[src/rtl/mlp_sample_sequencer.sv]
// Streams features into the printed-MLP input bus, lets the classifier settle,
// then returns the captured class index with a running sample number.
module mlp_sample_sequencer #(
   parameter int NUM_A         = 21,
   parameter int WIDTH_A       = 4,
   parameter int OUTWIDTH      = 2,
   parameter int SETTLE_CYCLES = 4,
   parameter int IDX_W         = 16
) (
   input  logic                     clk,
   input  logic                     rst,
   input  logic                     s_valid,
   output logic                     s_ready,
   input  logic [WIDTH_A-1:0]       s_data,
   input  logic                     s_last,
   output logic [NUM_A*WIDTH_A-1:0] inp,
   input  logic [OUTWIDTH-1:0]      out_cls,
   output logic                     m_valid,
   input  logic                     m_ready,
   output logic [OUTWIDTH-1:0]      m_class,
   output logic [IDX_W-1:0]         m_index,
   output logic                     err_len
);

   localparam int FIDX_W = (NUM_A > 1) ? $clog2(NUM_A) : 1;
   localparam logic [FIDX_W-1:0] LAST_IDX  = FIDX_W'(NUM_A - 1);
   localparam logic [7:0]        SCNT_INIT = 8'(SETTLE_CYCLES - 1);

   typedef enum logic [1:0] {LOAD, SETTLE, OUT} state_t;

   state_t            state;
   state_t            state_next;
   logic [FIDX_W-1:0] fidx;
   logic [7:0]        scnt;
   logic              beat;
   logic              final_beat;

   // Gating with rst keeps a beat presented during reset from being taken.
   assign s_ready    = (state == LOAD) && !rst;
   assign beat       = s_valid && s_ready;
   assign final_beat = beat && (fidx == LAST_IDX);

   always_ff @(posedge clk) begin
      if (rst) begin
         state <= LOAD;
      end else begin
         state <= state_next;
      end
   end

   always_comb begin
      state_next = state;
      case (state)
         LOAD:    if (final_beat)    state_next = SETTLE;
         SETTLE:  if (scnt == 8'd0)  state_next = OUT;
         OUT:     if (m_ready)       state_next = LOAD;
         default:                    state_next = LOAD;
      endcase
   end

   always_ff @(posedge clk) begin
      if (rst) begin
         fidx    <= '0;
         scnt    <= '0;
         inp     <= '0;
         m_valid <= 1'b0;
         m_class <= '0;
         m_index <= '0;
         err_len <= 1'b0;
      end else begin
         case (state)
            LOAD: begin
               if (final_beat) begin
                  inp[int'(fidx)*WIDTH_A +: WIDTH_A] <= s_data;
                  fidx <= '0;
                  scnt <= SCNT_INIT;
                  if (!s_last) err_len <= 1'b1;
               end else if (beat && s_last) begin
                  // A short sample is discarded entirely rather than classified.
                  inp     <= '0;
                  fidx    <= '0;
                  err_len <= 1'b1;
               end else if (beat) begin
                  inp[int'(fidx)*WIDTH_A +: WIDTH_A] <= s_data;
                  fidx <= fidx + FIDX_W'(1);
               end
            end
            SETTLE: begin
               if (scnt == 8'd0) begin
                  m_class <= out_cls;
                  m_valid <= 1'b1;
               end else begin
                  scnt <= scnt - 8'd1;
               end
            end
            OUT: begin
               if (m_ready) begin
                  m_valid <= 1'b0;
                  m_index <= m_index + IDX_W'(1);
               end
            end
            default: ;
         endcase
      end
   end

endmodule

[config.mk]
export PLATFORM = sky130hd
export DESIGN_NAME = mlp_sample_sequencer
export DESIGN_NICKNAME = d
export VERILOG_FILES = /design/src/rtl/mlp_sample_sequencer.sv
export SDC_FILE = /design/constraint.sdc
export NUM_CORES = 1
export LEC_CHECK = 0
export CORE_MARGIN = 3
export CORE_UTILIZATION = 56
export CTS_BUF_LIST = sky130_fd_sc_hd__clkbuf_8
export CTS_CLUSTER_SIZE = 20
export DETAILED_ROUTE_END_ITERATION = 7
export PLACE_DENSITY = 0.95
export SLEW_MARGIN = 10
export SYNTH_ARGS = -nofsm -noshare
export SYNTH_HDL_FRONTEND = slang
export SYNTH_SLANG_ARGS = --single-unit
[constraint.sdc]
create_clock -name clk -period 5.8 [get_ports clk]
set_input_delay 1.16 -clock clk [delete_from_list [all_inputs] [get_ports clk]]
set_output_delay 1.16 -clock clk [all_outputs]
set_load 0.01 [all_outputs]
* Word level (Yosys, flattened, before mapping)
Index checks and enable logic that the tools add are counted.
** Word-level totals
- Logic and storage cells :: 60
- Bits in registers :: 119
- Output and inout bits :: 105
- Input bits :: 11
** Cells by class
- Muxes and demuxes :: 20
- Reduce and logical (&&, ||, !) cells :: 18
- Add/subtract/negate cells :: 4
- Shift operators :: 2
- Equality and inequality tests :: 8
** Operators by type and width (number)
- $mux W84 :: 3
- $bwmux W84 :: 1
- $shift A4 B33 Y84 const A :: 1
- $shiftx A4 B33 Y84 :: 1
- $neg A7 Y33 :: 1
- $add A16 B1 Y16 const B :: 1
- $mux W8 :: 2
- $pmux W8 S2 :: 1
- $mux W5 :: 3
- $reduce_and A3 Y1 :: 4
- $ne A2 B2 Y1 const B :: 5
- $logic_not A8 Y1 :: 1
- $sub A8 B1 Y8 const B :: 1
- $mux W2 :: 3
- $pmux W2 S3 :: 1
- $reduce_and A2 Y1 :: 3
- $reduce_bool A2 Y1 :: 3
- $add A5 B1 Y5 const B :: 1
- $eq A5 B5 Y1 const B :: 1
- $mux W1 :: 5
- $logic_and A1 B1 Y1 :: 4
- $reduce_bool A3 Y1 :: 1
- $eq A2 B1 Y1 const B :: 1
- $eq A2 B2 Y1 const B :: 1
- 3 further kinds :: 3

* Depth between registers and ports, before layout
- Depth in word-level cells :: 6
- Depth in mapped cells :: 12
- Gate-level depth less buffers :: 9

* Worst setup path before layout
No wires, ideal clock.
- Path kind :: input to output
- From :: in rst
- To :: out s_ready
- Data arrival time :: 2075 ps
- Setup slack :: 2565 ps
- Data required time :: 4640 ps
- Cell stages on the path :: 4
- Cell sequence :: clkbuf_1 -> clkbuf_1 -> buf_1 -> nor3_1
** Between the ends
- Word-level cells in the longest chain between the ends :: 2
** Ends and longest elaborated chain
- from (decl) :: RTL line 11 : input logic rst,
- $logic_not A1 Y1 :: RTL line 39 : assign s_ready = (state == LOAD) && !rst;
- $logic_and A1 B1 Y1 :: RTL line 39
- to (decl) :: RTL line 13 : output logic s_ready,
No other way between the ends.

* Worst setup path in the final report
- From :: reg fidx[0]
- To :: reg inp[53]
** Between the ends
- Word-level cells in the longest chain between the ends :: 6
** Ends and longest elaborated chain
- from (decl) :: RTL line 33 : logic [FIDX_W-1:0] fidx;
- from (signal assigned) :: RTL line 85 : fidx <= fidx + FIDX_W'(1);
- $neg A7 Y33 :: RTL line 74, 84
- $shiftx A4 B33 Y84 / $shift A4 B33 Y84 (equally long branches) :: RTL line 74, 84
- $bwmux W84 :: RTL line 74, 84
- $mux W84 :: RTL line 83 : end else if (beat) begin
- $mux W84 :: RTL line 78 : end else if (beat && s_last) begin
- $mux W84 :: RTL line 73 : if (final_beat) begin
- to (signal, indexed assignment) :: RTL line 74 : inp[int'(fidx)*WIDTH_A +: WIDTH_A] <= s_data;
- to (signal, indexed assignment) :: RTL line 84 : inp[int'(fidx)*WIDTH_A +: WIDTH_A] <= s_data;
- to (decl) :: RTL line 16 : output logic [NUM_A*WIDTH_A-1:0] inp,
Parallel ways exist; a longest one is shown, timed or not. The select of a mux whose other input is x is not followed.
A chain may end at the register's enable or synchronous reset.

==> flow_summary.ini <==
[synth]
synthesis.nets = 561
synth-seq-cells = 119
syn_inst = 544
yosysSeqAreaShare_pct = 47.65
ys.warnings.count = 0
synth.area.top_cells = dfxtp_1 (48%), a22o_1 (4.2%), xor2_1 (3.9%)
synth-simple-area-share_pct = 20.90
yosysUniqueCellTypes = 60
synth_top_family_by_area = simple AND/OR/NAND/NOR gates
yosysTopAreaCell = dfxtp_1
synth_compound_area_share_pct = 20.02
ys_top_cells_by_count = dfxtp_1 (119), nor2_1 (49), nand2_1 (43)
synth.most_common_cell = dfxtp_1
yosys.area.top_type_share_pct = 47.65
synth_fa_ha_area_share_pct = 1.502
synth-main-ff-cell = dfxtp_1
synthXorXnorAreaFrac_pct = 4.555
async_flop_share_pct = 0
synth_edf_count = 0
synthesis.area_mm2 = 0.005000
synthMuxAreaShare_pct = 0.6006
syn_avg_cell_area_um2 = 9.191

[final_layout]
drive_gt1_share_pct = 7.716
syn_to_final_growth_pct = 32.03
fin_util_pct = 78.37
antennaDiodeCount = 0
layout.nets = 665

[timing]
slew_viol_final = 0
setup_viol = 0
relSlewSlack_pct = 10.95
skew_ns = 0.01224
finalHoldViolCount = 0
setup-tns-final_ns = 0
timing.final.crit_period_ns = 3.770
tightest_slew_ns = 1.329
post-route-period-util_pct = 65.00
fmax_ghz = 0.2653
rsz0062_at_grt = no

[clock_tree]
cts_tree = yes
cts_buffers = 17
htreeDepth = 4
cts_resized = 0
clk_latency_ns = 0.43
cts.sinks = 119
root_buffer = clkbuf_8
ctsHoldBuffers = 0
postCtsSetupBuffers = 0
cts_buffer_depth = 2
path_clk_slew_ns = 0.07

[placement]
gp_congestion = 0.9930
numPortBuffers = 115
hpwlAfterDp_mm = 10.00

[worst_setup_path]
path_class = flip-flop to flip-flop
r2r_end = inp[53]
reg2regPathDepth = 9
required_ns = 6.11
cp-start-kind = flip-flop
cp.arrival_ns = 4.08
end_kind = flip-flop
critPathMaxFanout = 17
cp-startpoint = fidx[0]
r2r_setup_slack_ns = 2.03
r2r-start = fidx[0]

[global_routing]
grt_pass1_wl_mm = 23.94
antenna_found_initial = 0
grt_remaining_overflow = 0
groute.usage.overall_pct = 29.54
grt_pass1_vias = 4795
grt_max_degree = 41

[hold_path]
hold_class = flip-flop to flip-flop
hold_end = inp[71]
whs_path_depth = 2
hp-start = inp[71]

[routing]
ant_nets = 0
finalWirelength_mm = 14.78
drt_iter0_markers = 722
vias = 4895
routedWlPerCell_um = 19.30
dr.pass1.iters = 7
drc = 0
via_per_inst = 6.390

[die]
ios = 116
num_rows = 33
core-area_mm2 = 0.008423
dieArea_mm2 = 0.01010
start_util_pct = 59.36
die_h_um = 100.5
die_w_um = 100.5

[pwr]
power.density_mw_per_mm2 = 261.1
total_leakage_power_uw = 0.002318
ir_worst_vdd_v = 0.0001827

[run_status]
status = finished, final reports clean

[flow_run]
max_cap_viol_count = 0
[placed cells by master (no fill, tap or decap), types with 4 or more instances in the layout]
master             n
a32o_1            10
o32ai_1           16
nor2_1            49
ha_1               6
o31ai_1            6
dfxtp_1          119
buf_4              4
bufinv_16          4
clkdlybuf4s50_1  114
inv_1             24
o22ai_1            4
and3_1            10
o21ai_0           19
or2_2              4
nor2b_1            4
nand4_1           10
nand3_1           25
a21oi_1           25
xor2_1            22
xnor2_1            4
a2bb2o_1           8
nor3_1             9
nand2b_1          12
nand2_1           43
clkbuf_8          19
a31oi_1            5
nor4_1             4
a22o_1            24
[registers in the layout (all words and copies together), names as in the netlist]
register  count
m_index      16
scnt          8
state         2
err_len       1
fidx          5
m_valid       1
inp          84
m_class       2
[worst max-delay path by stage]
| stage | end | cells past startpoint |
|---|---|---|
| after floorplan | s_ready | 4 |
| after global placement | inp[52] | 9 |
| after detailed placement | inp[53] | 9 |
| after CTS | inp[53] | 9 |
| after global routing | inp[34] | 8 |
| final | inp[53] | 9 |
[critical path, stage by stage (launching register included)]
cell     delay (ns)
dfxtp_1        0.70
inv_1          0.16
ha_1           0.35
nor3b_1        0.19
ha_1           0.40
o311a_1        0.16
a31oi_1        0.96
or3_1          0.27
a21oi_1        0.14
o32ai_1        0.33
[layout make-up]
| class | count | area [um2] |
|---|---|---|
| tap | 105 | 131.4 |
| fill | 547 | 1822 |
| clock inverter | 13 | 178.9 |
| clock buffer | 19 | 261.5 |
| multi-input combinational | 368 | 2385 |
| inverter | 23 | 86.33 |
| timing repair buffer | 119 | 1176 |
| sequential | 119 | 2382 |
[layer usage]
layer	up-vias	track usage (%)	wire length (um)
met5	-	0	0
met4	0	14.61	624
met3	91	7.059	1458
met2	380	49.90	7370
met1	2234	35.12	5329
li1	2190	-	-
[through the flow]
stage / cell area, um2 / hold WS [ns] / total power, uW / instances / setup WS, ns
4_1_cts: 6595 / 0.4618 / 1721 / 766 / 2.252
2_1_floorplan: 5000 / 0.4668 / 889.2 / 544 / 2.565
3_3_place_gp: 6155 / 0.4394 / 911.5 / 734 / 2.397
3_5_place_dp: 6155 / 0.4447 / 914.2 / 734 / 2.302
6_report: 6601 / 0.4620 / 1724 / 766 / 2.030
5_1_grt: 6601 / 0.4883 / 1771 / 766 / 1.885
[where the power goes]
part           internal (uW)  switching [uW]  leakage, uW
combinational           25.0            53.1      0.00114
sequential               819            2.94     0.000958
clock                    488             335     0.000219
total                   1330             391      0.00232
[cells by family (layout without fill, tap and decap cells)]
| logic type | count (synthesis) | in the layout |
|---|---|---|
| compound gates | 134 | 134 |
| xor+xnor | 26 | 26 |
| fa+ha+maj | 6 | 6 |
| buf+inv | 57 | 174 |
| flops | 119 | 119 |
| mux | 3 | 3 |
| simple gates | 199 | 199 |
(Power assumes the default switching activity.)
